$ cat config.mk
export PLATFORM = sky130hd
export DESIGN_NAME = seg_carry_adder
export DESIGN_NICKNAME = d
export VERILOG_FILES = /design/src/rtl/seg_carry_adder.sv
export SDC_FILE = /design/constraint.sdc
export NUM_CORES = 1
export LEC_CHECK = 0
export BUFFER_PORTS_ARGS = -buffer_cell sky130_fd_sc_hd__buf_4
export CORE_UTILIZATION = 50
export CTS_BUF_LIST = sky130_fd_sc_hd__clkbuf_16
export DETAILED_ROUTE_END_ITERATION = 6
export MAX_ROUTING_LAYER = met4
export PLACE_DENSITY = 0.76
export SYNTH_ARGS = -nofsm -noshare
export SYNTH_HDL_FRONTEND = slang
export SYNTH_SLANG_ARGS = --single-unit
export TNS_END_PERCENT = 20
$ cat constraint.sdc
create_clock -name clk -period 4.3 [get_ports clk]
set_input_delay 1.075 -clock clk [delete_from_list [all_inputs] [get_ports clk]]
set_output_delay 1.075 -clock clk [all_outputs]
set_load 0.02 [all_outputs]
$ cat src/rtl/seg_carry_adder.sv
// Multi-cycle add/sub of two WIDTH-bit operands, one SEG_W-bit segment per cycle,
// LSB segment first, with a registered inter-segment carry and valid/ready handshakes.
module seg_carry_adder #(
    parameter int unsigned WIDTH = 64,
    parameter int unsigned SEG_W = 16
) (
    input  logic             clk,
    input  logic             rst_n,
    input  logic             in_valid,
    output logic             in_ready,
    input  logic [WIDTH-1:0] a,
    input  logic [WIDTH-1:0] b,
    input  logic             sub,
    input  logic             cin,
    input  logic             flush,
    output logic             out_valid,
    input  logic             out_ready,
    output logic [WIDTH-1:0] sum,
    output logic             cout,
    output logic             overflow,
    output logic             zero
);
    localparam int unsigned NSEG  = WIDTH / SEG_W;
    localparam int unsigned CNT_W = (NSEG > 1) ? $clog2(NSEG) : 1;
    localparam logic [WIDTH-1:0] SEG_MASK = WIDTH'({SEG_W{1'b1}});

    if ((WIDTH % SEG_W) != 0) begin : g_bad_seg_w
        $error("seg_carry_adder: SEG_W must divide WIDTH");
    end

    typedef enum logic [1:0] {IDLE, RUN, DONE} state_t;

    state_t             state;
    logic [WIDTH-1:0]   a_r;
    logic [WIDTH-1:0]   b_r;
    logic               carry;
    logic [CNT_W-1:0]   cnt;

    int unsigned        base;
    logic [SEG_W-1:0]   seg_a;
    logic [SEG_W-1:0]   seg_b;
    logic [SEG_W:0]     seg_res;
    logic [WIDTH-1:0]   nxt_sum;
    logic               c_msb;
    logic               last_seg;

    // Current segment slice, its sum, and the result with that segment merged in.
    always_comb begin
        base     = SEG_W * 32'(cnt);
        seg_a    = SEG_W'(a_r >> base);
        seg_b    = SEG_W'(b_r >> base);
        seg_res  = {1'b0, seg_a} + {1'b0, seg_b} + (SEG_W+1)'(carry);
        nxt_sum  = (sum & ~(SEG_MASK << base)) | (WIDTH'(seg_res[SEG_W-1:0]) << base);
        // Carry into the MSB recovered from the MSB's own sum bit and operand bits.
        c_msb    = a_r[WIDTH-1] ^ b_r[WIDTH-1] ^ seg_res[SEG_W-1];
        last_seg = (cnt == CNT_W'(NSEG - 1));
    end

    always_ff @(posedge clk or negedge rst_n) begin
        if (!rst_n) begin
            state     <= IDLE;
            in_ready  <= 1'b0;
            out_valid <= 1'b0;
            sum       <= '0;
            cout      <= 1'b0;
            overflow  <= 1'b0;
            zero      <= 1'b0;
            a_r       <= '0;
            b_r       <= '0;
            carry     <= 1'b0;
            cnt       <= '0;
        end else if (flush) begin
            state     <= IDLE;
            cnt       <= '0;
            in_ready  <= 1'b1;
            out_valid <= 1'b0;
        end else begin
            case (state)
                IDLE: begin
                    if (in_valid && in_ready) begin
                        a_r      <= a;
                        b_r      <= sub ? ~b : b;
                        carry    <= sub | cin;
                        cnt      <= '0;
                        in_ready <= 1'b0;
                        state    <= RUN;
                    end else begin
                        in_ready <= 1'b1;
                    end
                end
                RUN: begin
                    sum   <= nxt_sum;
                    carry <= seg_res[SEG_W];
                    if (last_seg) begin
                        cout      <= seg_res[SEG_W];
                        overflow  <= c_msb ^ seg_res[SEG_W];
                        zero      <= (nxt_sum == '0);
                        out_valid <= 1'b1;
                        state     <= DONE;
                    end else begin
                        cnt <= cnt + CNT_W'(1);
                    end
                end
                DONE: begin
                    if (out_ready) begin
                        out_valid <= 1'b0;
                        in_ready  <= 1'b1;
                        state     <= IDLE;
                    end
                end
                default: state <= IDLE;
            endcase
        end
    end
endmodule

==> impl_metrics.csv <==
group,metric,value,unit
route,post_drt_via_cell_ratio,5.72,
placed_design,port_buffers,203,
synthesis,yosysWarnings,0,
synthesis,synth-main-ff-cell,"dfrtp_1",
route,drt_pass1_iterations,5,
layout,syn_to_final_growth,24.2,%
timing,final_hold_viol_count,0,
synthesis,synth-edff-count,0,
pwr,p_total,7.81,mW
die,core_area,0.0197,mm²
timing,fin_crit_sh,88.9,%
clock_network,clockBufferDepth,3,
route,drt_iter0_drc,472,
timing,fin_crit,3820,ps
timing,worst_slack,478,ps
layout,mostFrequentLayoutCell,"buf_4",
critical_path,cp_cell_sequence,"buf_12, mux4_2, ha_1, a21oi_1, o21ai_1, a2111oi_1, a211o_2, xnor2_4, xnor3_1, o21ai_1",
clock_network,cts_tree,"yes",
die,dieArea,0.0210,mm²
synthesis,syn_nets,1041,
clock_network,cts_setup_buffers,0,
critical_path,path_max_fanout,18,
clock_network,h-tree-depth,1,
synthesis,avgSynthCellArea,11.5,µm²
layout,finalNetCount,1228,
clock_network,numCtsBuffers,21,
synthesis,ys_async_sr_fraction,100,%
timing,rsz0062_at_grt,"false",
route,wl,26.2,mm
clock_network,cts.sinks,202,
layout,antenna_cells,0,
layout,final_cell_mix,"buf_4 (221), dfrtp_1 (200), nand2_1 (103), o21ai_0 (92), xnor2_1 (71)",
pwr,ir_drop,0.331,mV
critical_path,critPathSlowestCell,"dfrtp_2",
placed_design,dpl.hpwl,19.6,mm
synthesis,netlist_area,0.0102,mm²
critical_path,critical_path_required,4730,ps
synthesis,ys_ff_latch,202,
die,io_pins,204,
global_route,grt_max_degree,111,
job,maxCapViolCount,0,
timing,fin_worst_skew,12.8,ps
clock_network,cts-root-buf,"clkbuf_16",
synthesis,yosysSeqAreaShare,49.5,%
die,die_h,145,µm
route,wirelength_met1,11.5,mm
layout,drive_above_1_share,34.4,%
clock_network,clk_latency,510,ps
timing,tns,0,ps
timing,slew_headroom,32.6,%
clock_network,cts_hold_buf,0,
clock_network,clk_pin_slew_worst_paths,60,ps
critical_path,cp_top_family,"compound AO/OA/AOI/OAI gates",
pwr,p_leak,5.74,nW
route,ant_nets,0,
route,wire_per_inst,19.4,µm
die,placementRows,51,
critical_path,cp-end-kind,"flop",
critical_path,path_buf_inv,1,
critical_path,crit_arrival,4250,ps
timing,report.final.setup_viol,0,
placed_design,place.gp.congestion,0.960,
timing,final_max_slew_viol_count,0,
placed_design,dpl_worst_slack,472,ps
timing,worst_pin_slew,1010,ps
die,die_w,145,µm
synthesis,syn_inst,885,
global_route,grt_usage,26.0,%
critical_path,crit_type,"reg -> reg",
global_route,antenna_found_initial,0,
synthesis,ys_types,78,
min_path,hp-class,"reg -> reg",
route,top_layer_used,"met4",
die,start_util,51.8,%
global_route,grt_pass1_vias,7768,
critical_path,timing.critical_path.mode_cell,"o21ai_1",
route,vias,7729,
clock_network,cts_resized,0,
route,met3_length,1.68,mm
global_route,overflow,0,
pwr,powerDensity,615,mW/mm²
route,drc_errors,0,
timing,fmax,262,MHz
run_status,outcome,"complete, no violations",
route,dr_wl_met2,12.4,mm
critical_path,cpPeakStageDelay,550,ps
global_route,grt_pass1_wl,42.5,mm
critical_path,start_kind,"flop",
==> logic make-up after synthesis <==
kind of cell               share of synthesized area, %
and+or+nand+nor                                    8.96
xor gates and xnor gates                           6.92
adders and majority gates                          2.72
DFF                                                49.5
buffers and inverters                              2.82
AOI/OAI and AO/OA                                  14.7
muxes                                              14.4
==> cells in the mapped netlist, types with 11 or more instances <==
cell / count / area (µm²)
nor4_1: 14 / 87.6
buf_1: 11 / 41.3
xnor2_1: 71 / 622
clkbuf_1: 39 / 146
mux2_2: 66 / 743
ha_1: 19 / 238
nor3_1: 13 / 65.1
nor2_1: 24 / 90.1
o21ai_0: 92 / 460
a22o_1: 48 / 420
nand2_1: 104 / 390
dfrtp_1: 202 / 5050
a21oi_1: 17 / 85.1
inv_1: 12 / 45.0
mux4_2: 32 / 721
==> worst min-delay path: stages (launching register included) <==
cell	delay [ps]
dfrtp_1	330
nand2_1	50
o21ai_0	60
==> path summary, 6_finish.rpt <==
path                              start  cells after the start  slack [ps]  endpoint
worst max-delay path             cnt[0]                     10         480  overflow
worst min-delay path            b_r[52]                      2         470   b_r[52]
worst max register to register   cnt[0]                     10         480  overflow
worst min register to register  b_r[52]                      2         470   b_r[52]
max in group asynchronous         rst_n                      2        2700   b_r[19]
min in group asynchronous         rst_n                      1         680   sum[41]
==> where the power goes <==
part | switching [mW] | total [mW] | internal [mW]
Combinational | 1.84 | 3.25 | 1.41
Sequential | 0.360 | 2.73 | 2.37
Clock | 0.754 | 1.82 | 1.07
Total | 2.96 | 7.81 | 4.85
==> per-layer routing <==
layer	vias to the layer above	global-route usage (%)
li1	3590	-
met1	3770	35.7
met2	321	40.5
met3	48	4.15
met4	0	6.91
met5	-	-
==> stage by stage <==
step	utilization [%]	hold WS, ps	cell area [µm²]	cells
detailed placement	60.9	465	12000	1314
floorplan	-	445	10200	885
finish	64.4	473	12700	1352
CTS	64.4	479	12700	1352
global route	64.4	494	12700	1352
global placement	60.9	456	12000	1314
==> final cells by class <==
class	instances	area [µm²]
fillers	1532	7020
flip-flops and latches	202	5060
multi-input cells	611	4880
repair buffers	223	1690
clock buffers	21	526
well taps	265	332
clock inverters	17	155
inverters	13	48.8
==> state kept, by name, summed over array words and instances (netlist names) <==
name,flops
overflow,1
b_r,64
carry,1
a_r,64
cnt,2
state,2
sum,64
cout,1
out_valid,1
in_ready,1
zero,1
Power figures use the tool's default switching activity.
